**config.mk**
```make
export PLATFORM = sky130hd
export DESIGN_NAME = event_counter_multi
export DESIGN_NICKNAME = d
export VERILOG_FILES = /design/src/rtl/event_counter_pkg.sv /design/src/rtl/event_channel.sv /design/src/rtl/event_counter_multi.sv
export SDC_FILE = /design/constraint.sdc
export NUM_CORES = 1
export LEC_CHECK = 0
export BUFFER_PORTS_ARGS = -buffer_cell sky130_fd_sc_hd__buf_2
export CELL_PAD_IN_SITES_DETAIL_PLACEMENT = 1
export CELL_PAD_IN_SITES_GLOBAL_PLACEMENT = 1
export CORE_MARGIN = 2
export CORE_UTILIZATION = 31
export DETAILED_ROUTE_END_ITERATION = 6
export PLACE_DENSITY = 0.65
export SETUP_SLACK_MARGIN = 0.15
export SYNTH_ARGS = -nofsm -noshare
export SYNTH_HDL_FRONTEND = slang
export SYNTH_SLANG_ARGS = --single-unit
```
**constraint.sdc**
```tcl
create_clock -name CLOCK_50 -period 2.31 [get_ports CLOCK_50]
set_input_delay 0.462 -clock CLOCK_50 [delete_from_list [all_inputs] [get_ports CLOCK_50]]
set_output_delay 0.462 -clock CLOCK_50 [all_outputs]
set_load 0.02 [all_outputs]
```
**src/rtl/event_counter_pkg.sv**
```systemverilog
// Shared constants and the 7-segment decoder for the multi-channel event counter.
package event_counter_pkg;

    // Counter overflow behaviour selectors
    localparam int unsigned MODE_WRAP = 0;
    localparam int unsigned MODE_SAT  = 1;

    // Active-low segment patterns, bit order {g,f,e,d,c,b,a}
    localparam logic [6:0] SEG_0 = 7'b1000000;
    localparam logic [6:0] SEG_1 = 7'b1111001;
    localparam logic [6:0] SEG_2 = 7'b0100100;
    localparam logic [6:0] SEG_3 = 7'b0110000;
    localparam logic [6:0] SEG_4 = 7'b0011001;
    localparam logic [6:0] SEG_5 = 7'b0010010;
    localparam logic [6:0] SEG_6 = 7'b0000010;
    localparam logic [6:0] SEG_7 = 7'b1111000;
    localparam logic [6:0] SEG_8 = 7'b0000000;
    localparam logic [6:0] SEG_9 = 7'b0010000;
    localparam logic [6:0] SEG_A = 7'b0001000;
    localparam logic [6:0] SEG_B = 7'b0000011;
    localparam logic [6:0] SEG_C = 7'b1000110;
    localparam logic [6:0] SEG_D = 7'b0100001;
    localparam logic [6:0] SEG_E = 7'b0000110;
    localparam logic [6:0] SEG_F = 7'b0001110;

    // Hex nibble to active-low 7-segment pattern
    function automatic logic [6:0] hex_to_seg(input logic [3:0] nibble);
        logic [6:0] seg;
        case (nibble)
            4'h0:    seg = SEG_0;
            4'h1:    seg = SEG_1;
            4'h2:    seg = SEG_2;
            4'h3:    seg = SEG_3;
            4'h4:    seg = SEG_4;
            4'h5:    seg = SEG_5;
            4'h6:    seg = SEG_6;
            4'h7:    seg = SEG_7;
            4'h8:    seg = SEG_8;
            4'h9:    seg = SEG_9;
            4'hA:    seg = SEG_A;
            4'hB:    seg = SEG_B;
            4'hC:    seg = SEG_C;
            4'hD:    seg = SEG_D;
            4'hE:    seg = SEG_E;
            default: seg = SEG_F;
        endcase
        return seg;
    endfunction

endpackage

```
**src/rtl/event_channel.sv**
```systemverilog
// One event channel: input synchroniser, rising-edge detect, counter and sticky overflow.
module event_channel
    import event_counter_pkg::*;
#(
    parameter int unsigned WIDTH       = 8,
    parameter int unsigned SATURATE    = MODE_WRAP,
    parameter int unsigned SYNC_STAGES = 2
) (
    input  logic             clk,
    input  logic             rst,
    input  logic             event_in,
    input  logic             clear,
    input  logic             enable,
    output logic [WIDTH-1:0] count,
    output logic             ovf
);

    localparam logic [WIDTH-1:0] COUNT_MAX = '1;

    logic [SYNC_STAGES-1:0] sync;
    logic                   prev;
    logic                   edge_det;

    // Metastability synchroniser shift chain
    always_ff @(posedge clk or posedge rst) begin
        if (rst) begin
            sync <= '0;
        end else begin
            sync <= {sync[SYNC_STAGES-2:0], event_in};
        end
    end

    // Edge history; updates every cycle regardless of clear or enable
    always_ff @(posedge clk or posedge rst) begin
        if (rst) begin
            prev <= 1'b0;
        end else begin
            prev <= sync[SYNC_STAGES-1];
        end
    end

    assign edge_det = sync[SYNC_STAGES-1] & ~prev;

    // Counter and sticky overflow: clear beats enable beats edge
    always_ff @(posedge clk or posedge rst) begin
        if (rst) begin
            count <= '0;
            ovf   <= 1'b0;
        end else if (clear) begin
            count <= '0;
            ovf   <= 1'b0;
        end else if (enable && edge_det) begin
            if (count == COUNT_MAX) begin
                ovf <= 1'b1;
                if (SATURATE != MODE_SAT) begin
                    count <= '0;
                end
            end else begin
                count <= count + WIDTH'(1);
            end
        end
    end

endmodule

```
**src/rtl/event_counter_multi.sv**
```systemverilog
// Multi-channel event counter with selectable readout, threshold flags and 7-segment digit.
module event_counter_multi
    import event_counter_pkg::*;
#(
    parameter int unsigned CHANNELS    = 4,
    parameter int unsigned WIDTH       = 8,
    parameter int unsigned SATURATE    = 0,
    parameter int unsigned SYNC_STAGES = 2,
    localparam int unsigned SEL_W      = (CHANNELS > 1) ? $clog2(CHANNELS) : 1
) (
    input  logic                CLOCK_50,
    input  logic                RESET,
    input  logic [CHANNELS-1:0] EVENT_IN,
    input  logic [CHANNELS-1:0] CLEAR,
    input  logic                ENABLE,
    input  logic [WIDTH-1:0]    THRESHOLD,
    input  logic [SEL_W-1:0]    SEL,
    output logic [WIDTH-1:0]    COUNT,
    output logic [CHANNELS-1:0] HIT,
    output logic [CHANNELS-1:0] OVF,
    output logic [6:0]          HEX0
);

    logic [WIDTH-1:0] counts [CHANNELS];

    for (genvar i = 0; i < CHANNELS; i++) begin : g_chan
        event_channel #(
            .WIDTH       (WIDTH),
            .SATURATE    (SATURATE),
            .SYNC_STAGES (SYNC_STAGES)
        ) u_chan (
            .clk      (CLOCK_50),
            .rst      (RESET),
            .event_in (EVENT_IN[i]),
            .clear    (CLEAR[i]),
            .enable   (ENABLE),
            .count    (counts[i]),
            .ovf      (OVF[i])
        );
    end

    // Readout mux; an out-of-range select reads as zero
    always_comb begin
        COUNT = '0;
        for (int unsigned i = 0; i < CHANNELS; i++) begin
            if (SEL == SEL_W'(i)) begin
                COUNT = counts[i];
            end
        end
    end

    // Threshold compare against the live threshold input
    always_comb begin
        HIT = '0;
        for (int unsigned i = 0; i < CHANNELS; i++) begin
            HIT[i] = (counts[i] >= THRESHOLD);
        end
    end

    // Low nibble of the selected count shown on the board digit
    always_comb begin
        HEX0 = hex_to_seg(COUNT[3:0]);
    end

endmodule

```
== After elaboration in Yosys (flattened, before gate mapping) ==
Memories as Yosys holds them, arrays and structs flattened.
Index checks and enable logic that the tools add are counted.
Storage, ports and cells
  register bits after elaboration: 48
  bits in latches: 0
  bits in writable memories: 0
  ROM bits: 112
  bits of input ports: 21
  logic and storage cells: 85
  memories kept: 1
Cells by class
  add/sub/neg operators: 4
  multiply operators: 0
  div/mod/pow operators: 0
  magnitude comparators: 4
  equal/unequal tests: 7
  shift-type cells: 0
  muxes and demuxes: 28
  bitwise operators: 8
  reductions and logical operators: 17
Memories
  (name not given): depth 16, bits a word 7, rd ports 1, clocked after Yosys merged registers in 0, wr ports 0, line event_counter_pkg.sv:29  | case (nibble)
Operators with widths (count)
  $mux W8: 16
  $add A8 B1 Y8 const B: 4
  $eq A8 B8 Y1 const B: 4
  $ge A8 B8 Y1: 4
  $reduce_bool A2 Y1: 8
  $mux W1: 12
  $reduce_and A2 Y1: 4
  $and A1 B1 Y1: 4
  $eq A2 B2 Y1 const B: 2
  $logic_and A1 B1 Y1: 4
  $not A1 Y1: 4
  $eq A2 B1 Y1 const B: 1
  $logic_not A2 Y1: 1

== Longest topological paths before layout ==
An unclocked memory read counts as a cell.
  word-level depth: 6
  gate-level depth with buffers: 8
  depth with buffers taken out: 7

== Hierarchy ==
Synthesis repeated with hierarchy kept, for this count alone.
Unflattened totals
  cell total of the unflattened synthesis: 326
  area, all modules: 3392.0 sq um
By module, submodules not included
  event_channel: times used 4, cells an instance 51, area each 561.8 sq um, seq. area each 300.3 sq um
  event_counter_multi: times used 1, cells an instance 122, area each 1144.8 sq um, seq. area each 0.0 sq um

== Worst setup path after synthesis ==
Ideal clock, no wire load.
  path type: input to output
  start point: input port SEL[1]
  end point: output port HEX0[3]
  arrival time: 2.308 ns
  slack: -0.460 ns
  stages: 7
  path buffers: 1
  cell sequence: buf_6 > mux4_1 > inv_1 > ha_1 > mux2i_1 > nor2_1 > a31oi_1
Between the ends
  longest elaborated chain between the ends: 6
  elaborated cells on any way between the ends: 9
Ends and longest elaborated chain
  start: declaration: line event_counter_multi.sv:17  | input logic [SEL_W-1:0] SEL,
  $logic_not A2 Y1: line event_counter_multi.sv:46  | if (SEL == SEL_W'(i)) begin
  $mux W8 (3 in a row): line event_counter_multi.sv:46
  $mux W8 *: line event_counter_multi.sv:46
  via COUNT[0]: line event_counter_multi.sv:18  | output logic [WIDTH-1:0] COUNT,
  $mem_v2 Z16 W7 *
  end: declaration: line event_counter_multi.sv:21  | output logic [6:0] HEX0
The timed path passes the listed nets; every way through them passes the cells marked *.

== Worst setup path after layout ==
  start point: register g_chan[3].u_chan.count[1]
  end point: output port HEX0[4]
Between the ends
  longest elaborated chain between the ends: 2
Ends and longest elaborated chain
  start: declaration: line event_channel.sv:14  | output logic [WIDTH-1:0] count,
  start signal: assignment: line event_channel.sv:59  | count <= count + WIDTH'(1);
  $mux W8: line event_counter_multi.sv:46
  $mem_v2 Z16 W7
Every way passes these cells.

==> qor.csv <==
metric;value;unit
status;complete, but fails checks;
violated checks;negative setup slack;
Num CTS Buffers;5;
combinational share of power;0.151;
post-synthesis register bit count;48;
largest cells by area after synthesis;dfrtp_1, ha_1, mux4_1;
GPL Wtd Cong;0.829;
Worst Tran Pin Value;0.586;ns
WL/cell;17.3;um
Sequential Power Share;0.479;
top cell type's share of synthesized area;0.370;
Rows;37;
Pins Over Slew Limit;0;
DRC;0;
dpl cells;509;
Crit path arrival time;2.16;ns
internal power;1.33;mW
CP max-delay cell;mux4_2;
Multi-input gate area;2090;um2
Tmin final;2.62;ns
Worst Skew;0.0104;ns
share of post-route cells with drive strength above 1;0.344;
most numerous cell in the Yosys netlist;dfrtp_1;
Clock Sinks;48;
GR Util All Layers;0.169;
critical path class;register to primary output;
DRT Pass-1 Iters;4;
hold_buf cts;0;
TritonCTS clock tree;done;
crit-path max cell delay;0.56;ns
Worst slew margin;0.609;
Post-synth top cells;dfrtp_1, ha_1, nor2_1, xor2_1, inv_1;
dpl ws;-0.225;ns
Core ar.;10200;um2
post-synth top area cell;dfrtp_1;
Synthesis Warnings;0;
Hold WS;0.201;ns
post-synthesis sequential area ratio;0.370;
Max Freq;381;MHz
drt via density;5.06;
first-pass GRT wire length;14.7;mm
Critical Path Source Type;register;
# diodes;0;
Synth Area per Inst;10.3;um2
grt ovf;0;
Cell Count, Final, Fillers Out;523;
Final #Nets;449;
clk buf depth;2;
Setup crit end kind;primary output;
hpwl dp;7.07;mm
peak supply drop;0.219;mV
Die H;106;um
EDFF count, synth;0;
Clock power frac;0.370;
final WL;9.07;mm
initial DRC count;67;
Antenna Nets Post-Route;0;
Pleak;2.09;nW
Pwr Density;426;nW/um2
Port Buf Inserts;43;
Netlist Area Pre-Place;3250;um2
ys async rst share;1.00;
clock latency on the worst-skew pair;0.31;ns
final worst slack;-0.314;ns
setup violators final;10;
data required time at the worst endpoint;1.85;ns
Sw Ratio;0.260;
CP Max Fanout;4;
area delta synth->final;30.4;%
prevailing post-synth register cell;dfrtp_1;
critical-path cell list;mux4_2, buf_4, ha_4, mux2_2, o21ai_2, buf_6;
syn_nets;379;
FILL cells;1166;
switching pwr;0.469;mW
Mapped Cells;316;
Root Buffer;clkbuf_8;
initial antenna violation count;0;
vias in the first global route;2810;
pin count of the biggest net entering global routing;26;
Max-Cap Viols;0;
period utilization;1.14;
H-tree depth;2;
Hold Crit Class;input pin to async pin;
Initial Utilization;0.317;
Final Instance Area;4230;um2
RSZ-0062 raised after global routing;yes;
routed vias;2648;
Yosys cell types;41;
Die ar.;11300;um2
number of top-level pins;44;
Die X;106;um
FF/Latch Area;1200;um2
placed cell area;3850;um2
Clock transition at path regs;0.10;ns
Fin. Hold Viols;0;
what timing repair did:
action | CTS | global route
pin swaps | 12 | 3
setup endpoints to repair | 11 | 13
setup buffers | 3 | 3
resized for setup | 43 | 10
cell usage in the layout, fill, tap and decap left out, types with 3 or more instances in the layout:
cell and count:
nand2b_4 4, a21oi_1 11, xor2_1 20, a211oi_2 4
inv_4 6, clkbuf_8 6, buf_4 33, mux2i_1 4
ha_1 33, ha_4 8, inv_1 7, o31a_1 4
and4_1 5, o21ai_1 4, dfrtp_1 47, nand3_1 9
and3b_1 4, a21o_1 4, nor2_1 40, o21ai_0 5
o21ai_2 3, buf_2 35, mux4_2 3, buf_6 12
and3_1 8, o2111ai_1 12, mux4_1 5, nand2_1 13
xnor2_1 5
worst paths after layout:
check                                       endpoint  cells past startpoint  slack [ns]                 startpoint
min in group CLOCK_50       g_chan[0].u_chan.sync[0]                      1        0.25                EVENT_IN[0]
setup / recovery                             HEX0[4]                      6       -0.31  g_chan[3].u_chan.count[1]
hold / removal             g_chan[3].u_chan.count[6]                      2        0.20                      RESET
hold reg to reg             g_chan[2].u_chan.sync[1]                      0        0.36   g_chan[2].u_chan.sync[0]
max in group asynchronous  g_chan[1].u_chan.count[6]                      3        1.56                      RESET
setup reg to reg           g_chan[2].u_chan.count[0]                      6        0.57  g_chan[2].u_chan.count[0]
flip-flops by register name, summed over array words and instances, names as in the netlist:
| signal | cells |
|---|---|
| g_chan.u_chan.ovf | 4 |
| g_chan.u_chan.sync | 8 |
| g_chan.u_chan.prev | 4 |
| g_chan.u_chan.count | 32 |
power groups by stage:
stage | Sequential (mW) | Combinational, mW | Clock [mW]
floorplan | 0.879 | 0.139 | 0
global placement | 0.879 | 0.220 | 0
detailed placement | 0.879 | 0.229 | 0
CTS | 0.863 | 0.269 | 0.690
global route | 0.864 | 0.303 | 0.715
finish | 0.863 | 0.271 | 0.666
through the flow:
step | TNS [ns] | power [mW] | util
3_3_place_gp | -0.688 | 1.10 | 0.376
3_5_place_dp | -0.998 | 1.11 | 0.376
6_report | -1.78 | 1.80 | 0.414
4_1_cts | -2.03 | 1.82 | 0.407
2_1_floorplan | -0.198 | 1.02 | -
5_1_grt | -2.63 | 1.88 | 0.414
cell type report:
cell class | instances | share of cell area
Clock buffer | 6 | 0.0195
Tap cell | 136 | 0.0402
Timing Repair Buffer | 81 | 0.137
Clock inverter | 2 | 0.00917
Inverter | 15 | 0.0169
Sequential cell | 48 | 0.284
Multi-Input combinational cell | 235 | 0.493
critical path: cells and delay by family (launching register included):
kind,cells,cell delay (ns)
adders and majority gates,1,0.14
buffers and inverters,2,0.31
AOI/OAI and AO/OA,1,0.14
DFF,1,0.44
muxes,2,0.82
layer usage:
layer	up-vias	GRT usage	routed length, um
met5	-	0	0
met4	0	0.0432	88
met3	8	0.0245	260
met2	44	0.300	4630
met1	1316	0.214	4090
li1	1280	-	-
cell families (layout without fill, tap and decap cells):
kind of cell               Yosys count  in the layout  synth area share
and+or+nand+nor                     93             93             0.142
AOI/OAI and AO/OA                   61             61             0.128
DFF                                 48             48             0.370
adders and majority gates           42             42             0.162
buffers and inverters               33            104            0.0478
xor gates and xnor gates            25             25            0.0675
muxes                               14             14            0.0829
No activity file was read; power rests on OpenSTA's default activity.
